==> config.mk <==
export PLATFORM = sky130hd
export DESIGN_NAME = guess_sequencer
export DESIGN_NICKNAME = d
export VERILOG_FILES = /design/src/rtl/guess_sequencer.sv
export SDC_FILE = /design/constraint.sdc
export NUM_CORES = 1
export LEC_CHECK = 0
export BUFFER_PORTS_ARGS = -buffer_cell sky130_fd_sc_hd__buf_2
export CAP_MARGIN = 30
export CORE_ASPECT_RATIO = 1.1
export CORE_MARGIN = 1
export CORE_UTILIZATION = 30
export DETAILED_ROUTE_END_ITERATION = 10
export SLEW_MARGIN = 20
export SYNTH_ARGS = -nofsm -noshare
export SYNTH_HDL_FRONTEND = slang
export SYNTH_SLANG_ARGS = --single-unit
==> constraint.sdc <==
create_clock -name clock -period 6.4 [get_ports clock]
set_clock_uncertainty 0.2 [all_clocks]
set_input_delay 0.64 -clock clock [delete_from_list [all_inputs] [get_ports clock]]
set_output_delay 0.64 -clock clock [all_outputs]
set_load 0.02 [all_outputs]
==> src/rtl/guess_sequencer.sv <==
// guess_sequencer: player-side driver for the Znarly/Zood game controller.
// Buffers host guesses in a FIFO, starts a game, issues each guess with a
// one-cycle GradeIt strobe and captures the controller feedback.
//
// Ports:
//   clock, reset            rising-edge clock, async active-high reset
//   start_req, flush        host game request / synchronous abort
//   push, guess_in          guess enqueue
//   full, empty, overflow   FIFO status (overflow is sticky)
//   NumGames, LoadDone      controller credit / master pattern loaded
//   loadZnarlyZood          controller feedback strobe
//   displayMasterPattern    game-finished indication
//   Znarly, Zood, GameWon   controller feedback
//   StartGame, GradeIt      registered one-cycle strobes to controller
//   Guess                   registered guess to controller
//   res_valid, res_*        captured feedback
//   round, game_over        per-game progress
module guess_sequencer #(
    parameter int DEPTH = 4,
    parameter int GW    = 12
) (
    input  logic          clock,
    input  logic          reset,
    input  logic          start_req,
    input  logic          flush,
    input  logic          push,
    input  logic [GW-1:0] guess_in,
    output logic          full,
    output logic          empty,
    output logic          overflow,
    input  logic [3:0]    NumGames,
    input  logic          LoadDone,
    input  logic          loadZnarlyZood,
    input  logic          displayMasterPattern,
    input  logic [3:0]    Znarly,
    input  logic [3:0]    Zood,
    input  logic          GameWon,
    output logic          StartGame,
    output logic          GradeIt,
    output logic [GW-1:0] Guess,
    output logic          res_valid,
    output logic [3:0]    res_znarly,
    output logic [3:0]    res_zood,
    output logic          res_won,
    output logic [3:0]    round,
    output logic          game_over
);

    localparam int AW = $clog2(DEPTH);
    localparam int CW = AW + 1;

    typedef enum logic [2:0] {
        IDLE,
        START,
        WAIT_LOAD,
        ARMED,
        WAIT_FB,
        DONE
    } state_t;

    state_t state, next_state;

    logic [GW-1:0] mem [DEPTH];
    logic [AW-1:0] wr_ptr, rd_ptr;
    logic [CW-1:0] count;

    logic do_start, do_grade, do_cap;
    logic pop, push_ok, push_drop;

    assign full  = (count == CW'(DEPTH));
    assign empty = (count == '0);

    // A pop in the same cycle frees a slot, so a push to a full FIFO is kept.
    assign pop       = do_grade;
    assign push_ok   = push && !flush && (!full || pop);
    assign push_drop = push && !flush && full && !pop;

    always_ff @(posedge clock or posedge reset) begin
        if (reset) state <= IDLE;
        else       state <= next_state;
    end

    always_comb begin
        next_state = state;
        do_start   = 1'b0;
        do_grade   = 1'b0;
        do_cap     = 1'b0;
        if (flush) begin
            next_state = IDLE;
        end else begin
            unique case (state)
                IDLE: begin
                    if (start_req && NumGames != 4'd0) begin
                        next_state = START;
                        do_start   = 1'b1;
                    end
                end
                START: next_state = WAIT_LOAD;
                WAIT_LOAD: begin
                    if (LoadDone) next_state = ARMED;
                end
                ARMED: begin
                    if (!empty) begin
                        next_state = WAIT_FB;
                        do_grade   = 1'b1;
                    end
                end
                WAIT_FB: begin
                    if (loadZnarlyZood) begin
                        do_cap     = 1'b1;
                        next_state = displayMasterPattern ? DONE : ARMED;
                    end
                end
                DONE: begin
                    // Wait for the request to drop so one held level
                    // cannot start a second game.
                    if (!start_req) next_state = IDLE;
                end
                default: next_state = IDLE;
            endcase
        end
    end

    always_ff @(posedge clock) begin
        if (push_ok) mem[wr_ptr] <= guess_in;
    end

    always_ff @(posedge clock or posedge reset) begin
        if (reset) begin
            wr_ptr   <= '0;
            rd_ptr   <= '0;
            count    <= '0;
            overflow <= 1'b0;
        end else if (flush) begin
            wr_ptr   <= '0;
            rd_ptr   <= '0;
            count    <= '0;
            overflow <= 1'b0;
        end else begin
            if (push_ok) wr_ptr <= wr_ptr + AW'(1);
            if (pop)     rd_ptr <= rd_ptr + AW'(1);
            if (push_ok && !pop)      count <= count + CW'(1);
            else if (pop && !push_ok) count <= count - CW'(1);
            if (push_drop) overflow <= 1'b1;
        end
    end

    always_ff @(posedge clock or posedge reset) begin
        if (reset) begin
            StartGame  <= 1'b0;
            GradeIt    <= 1'b0;
            Guess      <= '0;
            res_valid  <= 1'b0;
            res_znarly <= 4'd0;
            res_zood   <= 4'd0;
            res_won    <= 1'b0;
            round      <= 4'd0;
            game_over  <= 1'b0;
        end else begin
            StartGame <= do_start;
            GradeIt   <= do_grade;
            res_valid <= do_cap;
            if (do_grade) Guess <= mem[rd_ptr];
            if (do_start) begin
                round     <= 4'd0;
                game_over <= 1'b0;
            end
            if (do_cap) begin
                res_znarly <= Znarly;
                res_zood   <= Zood;
                res_won    <= GameWon;
                if (round != 4'hF) round <= round + 4'd1;
                if (displayMasterPattern) game_over <= 1'b1;
            end
        end
    end

endmodule

==> results of run 1 <==
## cell families (layout without fill, tap and decap cells)
| kind of cell | count (synthesis) | in the layout | synth area share (%) |
|---|---|---|---|
| AO/OA/AOI/OAI | 21 | 21 | 4.03 |
| flip-flops | 88 | 88 | 65.0 |
| multiplexers | 28 | 28 | 14.0 |
| buffers and inverters | 21 | 91 | 3.06 |
| adder cells (fa/ha/maj) | 6 | 6 | 2.20 |
| AND/OR/NAND/NOR | 72 | 72 | 10.6 |
| XOR/XNOR | 5 | 5 | 1.17 |
## report_power, final
group,internal [mW],switching [mW],leakage [nW],total (mW)
clock network,0.318,0.217,0.150,0.535
registers,0.665,0.0420,0.978,0.707
logic,0.116,0.148,0.813,0.265
total,1.10,0.407,1.94,1.51
## cells in the mapped netlist (all sizes together) (5+ instances only)
cell type,count,share of area (%)
mux2,16,5.8
mux4,12,8.2
o21ai,5,0.77
dfrtp,40,27
edfxtp,48,38
buf,7,1.6
ha,5,1.7
inv,9,0.90
nand2,30,3.2
nor2,12,1.6
## through the flow
| stage | setup WS [ns] | area, um^2 |
|---|---|---|
| CTS | 3.67 | 4510 |
| detailed placement | 3.68 | 4200 |
| global route | 3.52 | 4510 |
| floorplan | 4.03 | 3760 |
| global placement | 3.75 | 4200 |
| finish | 3.68 | 4510 |
## cell usage in the layout, fill, tap and decap left out, drive strengths merged, types with 3 or more instances in the layout
master  Yosys  layout
inv         9      11
edfxtp     48      48
clkbuf      4      10
o21ai       5       5
xnor2       3       3
dfrtp      40      40
mux4       12      12
ha          5       5
clkinv      1       3
mux2       16      16
nor2       12      12
nand3       4       4
nand2      30      30
buf         7      65
and2        4       4
nor2b       4       4
o211ai      4       4
## layer usage
| layer | wire (um) | part of all wire, % |
|---|---|---|
| met1 | 3160 | 45 |
| met2 | 3320 | 48 |
| met3 | 363 | 5.2 |
| met4 | 103 | 1.5 |
| met5 | 0 | 0 |
## worst max-delay path by stage
stage,slack [ns],cells past startpoint,end
5_1_grt,3.52,7,count[2]$_DFFE_PP0P_
6_report,3.68,7,count[2]$_DFFE_PP0P_
4_1_cts,3.67,7,count[2]$_DFFE_PP0P_
3_5_place_dp,3.68,6,count[2]$_DFFE_PP0P_
2_1_floorplan,4.03,9,count[2]$_DFFE_PP0P_
3_3_place_gp,3.75,6,count[2]$_DFFE_PP0P_
## sequential cells by signal, summed over array words and instances, names as in the netlist
signal      count
Guess          12
wr_ptr          2
count           3
res_zood        4
state           3
game_over       1
rd_ptr          2
mem            48
GradeIt         1
res_valid       1
res_won         1
StartGame       1
overflow        1
res_znarly      4
round           4
## area by class of cell
class | count | share of cell area, %
clock buffers | 10 | 5.29
clock inverters | 6 | 1.61
inverters | 10 | 0.859
multi-input cells | 132 | 26.6
flip-flops and latches | 88 | 54.1
well taps | 154 | 4.27
repair buffers | 65 | 7.26
## critical path, stage by stage (launching register included)
cell                      delay, ns
sky130_fd_sc_hd__dfrtp_1       0.52
sky130_fd_sc_hd__and3b_2       0.31
sky130_fd_sc_hd__nand2_4       0.10
sky130_fd_sc_hd__nor2_4        0.43
sky130_fd_sc_hd__nor3_1        0.14
sky130_fd_sc_hd__fa_1          0.41
sky130_fd_sc_hd__o22ai_1       0.14
sky130_fd_sc_hd__mux2_2        0.35
==> run summary, run 1 <==
The class of the worst hold path was primary input to async pin. For the final routed database, the setup TNS stands at 0 ns. Entering global routing, the biggest net connects 41 pins. After clock tree synthesis, the clock-pin slew on the worst setup and hold paths is 0.07 ns.

At the worst endpoint, the required time is 6.42 ns. The routed layout has 2168 vias. For the total of endpoints with negative setup slack in the final report, the log shows 0. The tools report the achievable frequency as 368 MHz.

Most used flip-flop cell after synthesis: sky130_fd_sc_hd__edfxtp_1. Setup repair after global routing left no endpoint under its margin. Met3 usage in global routing: 3.61%. The number of flops mapped to enable cells by yosys works out to 48. The number of hold buffers added after CTS was 0. The worst setup path is of the flop to flop kind. Headroom to the max-slew limit came out at 46.6%.

The level count of the clock H-tree is 3, and the deepest clock path buffer count is 2. Total nets after synthesis: 280. Global-route track usage on met2: 18.9%. The tools report the number of remaining DRC errors as 0. After synthesis the cells add up to 3760 um^2. The tree built by TritonCTS fans out to 88 sinks. The routed design has 6.95 mm of wire. Global routing finished with a remaining overflow of 0. In this run, placement finished with an instance count of 449. In the global route stage, overall resource usage came out at 11.6%. The final critical-path required period is 2.72 ns, and the cell count of the worst reg-to-reg path is 7.

The proportion of layout cells with a drive suffix above 1 works out to 35.0%. In this run the static leakage power is 1.94 nW. The routed length per placed instance was 15.0 um; the global routing met1 resource utilization was 14.4%.

The number of clock buffers added by TritonCTS is 9. For the remaining antenna violation count, the log shows 0. Gates resized during post-CTS repair numbered 0. The number of hold-slack violations in the final timing report was 0; the net count reported at finish was 345. The total of buffers placed on input and output ports was 64.

The flow ran to the end, and the final reports show no timing, DRC or antenna violations. The number of buffers added for setup after CTS was 0; the antenna diode count was 0. For the warning count from the yosys run, the log shows 0. The tools report the source of the worst register-to-register timing path as state[0]$_DFFE_PP0P_.

The maximum VDD drop is 0.195 mV, and the via-per-instance ratio is 4.66. For the area used by sequential logic in the layout, the log shows 2440 um^2. After floorplanning, the core was sized to cover 12100 um^2. Across all hold checks on the routed design, the worst slack comes to 0.227 ns. The floorplan has 42 rows. The logs give 0 for the number of antenna violations at the first check in global routing and 241 for the gate count of the mapped netlist. In this run the most used layer during global routing was met2.

From synthesis to final layout, the design area changed by 20.1%. Total power for the finished layout comes to 1.51 mW. The area of the multi-input gates is 1200 um^2, and the die footprint is 13000 um^2. Fraction of registers with async set or reset after synthesis: 45.5%. In this run, the number of DRC markers left after iteration 0 of detailed routing was 107.

The tools report the effective utilization at floorplan as 31.0%. The tools report the post-layout instance count excluding filler cells as 465. After layout, the worst path uses 42.4% of the clock period.

Of the synthesized area, sequential elements account for 65.0%. Of all nets on the critical path, the largest fanout is 14. TritonCTS built the clock tree. The distinct cell type count after synthesis is 51, and the register bit count reported by yosys is 88. At the end of routability-driven placement, the weighted congestion stood at 0.738. Clock latency on the worst-skew pair, taken at its later pin, is 0.34 ns. In this run the horizontal extent of the chip is 109 um. For the final core utilization, the log shows 37.2%. The power density relative to cell area was 334 nW/um^2; the data arrival at the endpoint of the critical path was 2.73 ns. The number of global-route vias before repair was 2149; the floorplan die height was 119 um.

The measured slew at the worst slew-check pin is 0.802 ns, and the setup slack of the most critical reg-to-reg path is 3.68 ns. The max capacitance violation total is 0. The first TritonRoute pass finished after 4 iterations. For this design the top-level I/O count stands at 65. Filler cell count in the final layout: 1144.

The mean area per synthesized cell works out to 15.6 um^2. The critical path starts at state[0]$_DFFE_PP0P_. The run gives 11.1 mm as the first-pass GRT wire length. The cell sitting at the root of the clock tree is a sky130_fd_sc_hd__clkbuf_16. The run gives 4.65 mm as the post-DP HPWL. The final number of max-transition violations is 0. The worst setup path is launched from a flop. The critical path capture point type is a flop. The worst register-to-register path ends at count[2]$_DFFE_PP0P_.
Power figures use the tool's default switching activity.
==> run 2: changes to the inputs <==
clock period = 2.2 ns   (was 6.4 ns; I/O delays follow)
==> run 2 against run 1 <==
- the run now ends with negative setup slack left
- clock power increased to 3.0 times the previous value
- combinational power grew to 3.3 times the previous value
- sequential share of layout area decreased by 5.2 points
- hold slack worse by 0.21 ns
- register-to-register slack got worse by 3.7 ns
- non-clock buffer count rose by 43
- setup slack lost 3.7 ns
- sequential power increased to 2.9 times the previous value
- largest cell class unchanged
- flip-flop and latch count is the same
- clock-buffer cell count decreased by 1
- maximum frequency is 23% higher
==> run summary, run 2 (synthesized netlist as in run 1, its figures left out) <==
The run finished, with violations left. The final reports fail on negative setup slack. The library cell used most frequently in the layout, excluding fill and tap cells, is sky130_fd_sc_hd__buf_2. The tree is rooted in a sky130_fd_sc_hd__clkbuf_16.

The data arrival at the endpoint of the critical path came out at 2.22 ns. Row generation in the floorplan step produced 42 rows. In this run the count of I/O pins placed on the die edge is 65. For the die footprint, the log shows 13000 um^2. Routability-driven placement finished with a final weighted congestion of 0.724. During placement, the flow inserted port buffers numbering 64. The final core utilization is 41.1%. The final critical-path required period was 2.20 ns; the area inside the core boundary was 12100 um^2.

Along the worst path, the maximum fanout reaches 4. The final layout contains routed wiring with a total length of 7.36 mm. The measured slew at the worst slew-check pin came out at 0.407 ns.

Setup repair after global routing could not meet its margin everywhere. The area growth from synthesis to layout is 32.8%. Across all hold checks on the routed design, the worst slack comes to 0.0125 ns.

For the sum of internal, switching and leakage power, the log shows 4.53 mW. The critical path capture point type is a flop. The logs give 0 for the final number of max-transition violations and 0.33 ns for the clock latency reported for the late side of the worst-skew pair. Leaving out fill and tap cells, the most frequent cells in the layout are sky130_fd_sc_hd__buf_2 (64), sky130_fd_sc_hd__edfxtp_1 (48), sky130_fd_sc_hd__dfrtp_1 (40). The net count reported at finish is 388, and the number of DRC markers in iteration 0 is 103.

In this run the horizontal extent of the chip is 109 um. TritonCTS built the clock tree. Entering global routing, the biggest net connects 24 pins.

Once detailed placement completed, the half-perimeter wirelength came to 4.92 mm. For this design the static power due to leakage is 2.16 nW. The largest delay contributor family on the critical path was simple AND/OR/NAND/NOR gates. The number of hold-slack violations in the final timing report is 0, and the post-CTS clock slew at the launch and capture registers of the worst setup and hold paths is 0.06 ns. For this design the ratio of total power to cell area is 908 nW/um^2. The logs give 3 for the level count of the clock H-tree and 0 for the remaining global-route overflow. The number of remaining DRC errors is 0. The repair_antennas step left the layout with diodes totalling 0.

The share of the cycle needed by the critical path after routing was 100%; the effective utilization at floorplan was 31.0%. Measured against its own limit, the worst slew margin works out to 72.7%. The run gives 454 MHz as the achievable frequency. After filler insertion, the fill cell instance count of the layout stands at 1103.

In the final timing run, aggregate negative setup slack is -0.00314 ns. Counting along the longest clock path gives a buffer depth of 2. The run gives 2.21 ns as the required time of the critical path.

The number of flip-flops under the largest register name works out to 48. The tools report the total of endpoints with negative setup slack in the final report as 1. Number of CTS-inserted buffers: 9. The count of vias placed by the detailed router is 2325. The critical path contains buffers and inverters numbering 0 combined.

Class of the worst hold path: primary input to flop. The slowest stage of the critical path belongs to the cell sky130_fd_sc_hd__or3b_4. For the maximum VDD drop, the log shows 0.469 mV. The critical path goes through or3b_4, o21ai_4, nor3_4, fa_2, nand2b_1, o22ai_2, mux2_2. For this design, the sink count on the clock tree is 88. The remaining antenna violation count came out at 0. The largest single stage delay on the critical path is 0.43 ns. Via-per-instance ratio: 4.58.

The number of antenna violations at the first check in global routing was 0; the routed length per placed instance was 14.5 um. The largest registers in the layout are mem: 48 flops, Guess: 12 flops. Global routing used 12.4% of the available tracks. Startpoint kind of the worst setup timing path: a flop.

For this run, the detailed router's first-pass iteration total came to 4. The logs give -0.00314 ns for the final critical-path setup slack and 0 for the max capacitance violation total. The die is 119 um tall.

First-pass GRT wire length: 12.2 mm. The worst setup path is of the flop to flop kind. The register bank with the most flops was mem.

In the final layout, the share of cells above drive strength 1 is 37.3%. The number of global-route vias before repair was 2414.
[run 2: final timing paths]
path / start / endpoint / slack [ns] / cells past startpoint
hold reg to reg: res_znarly[0]$_DFFE_PP0P_ / res_znarly[0]$_DFFE_PP0P_ / 0.28 / 2
min in group asynchronous: reset / wr_ptr[1]$_DFFE_PP0P_ / 0.18 / 3
setup / recovery: count[0]$_DFFE_PP0P_ / count[2]$_DFFE_PP0P_ / -0.003 / 7
hold / removal: loadZnarlyZood / state[1]$_DFFE_PP0P_ / 0.01 / 3
setup reg to reg: count[0]$_DFFE_PP0P_ / count[2]$_DFFE_PP0P_ / -0.003 / 7
max in group asynchronous: reset / game_over$_DFF_PP0_ / 0.97 / 5
[run 2: per-stage QoR]
step | std cells | cell area, um^2 | worst slack [ns]
after CTS | 507 | 4970 | 0.00856
after floorplan | 241 | 3780 | -0.102
final | 508 | 4990 | -0.00314
after global routing | 508 | 4990 | -0.0459
after detailed placement | 466 | 4390 | -0.0382
after global placement | 466 | 4390 | 0.0142
[run 2: area by class of cell]
class	instances	area, um^2	share of cell area (%)
clock buffer	9	225	4.51
inverter	10	38.8	0.777
multi-input combinational	132	1230	24.7
sequential	88	2440	48.9
tap	154	193	3.86
clock inverter	7	95.1	1.91
timing repair buffer	108	766	15.3
[run 2: what timing repair did]
item | in CTS | in global routing
setup buffers | 2 | 0
pin swaps | 3 | 0
hold buffers | 23 | 0
gates cloned | 0 | 0
endpoints found under the setup margin | 1 | 49
hold endpoints to repair | 79 | 0
resized for setup | 2 | 1
[run 2: where the power goes]
group          switching (mW)  internal, mW  total [mW]
sequential              0.101          1.93        2.04
clock                   0.610         0.996        1.61
combinational           0.471         0.416       0.887
[run 2: layer usage]
| layer | GRT usage, % | share of wire, % | up-vias |
|---|---|---|---|
| li1 | - | - | 1110 |
| met1 | 15.5 | 46 | 1165 |
| met3 | 2.96 | 3.6 | 5 |
| met5 | 0 | 0 | - |
| met2 | 20.7 | 50 | 45 |
| met4 | 4.22 | 0.82 | 0 |
[run 2: tightest hold or removal path, stage by stage]
cell and delay (ns):
sky130_fd_sc_hd__buf_2 0.12, sky130_fd_sc_hd__nand4b_1 0.09, sky130_fd_sc_hd__a21oi_1 0.06
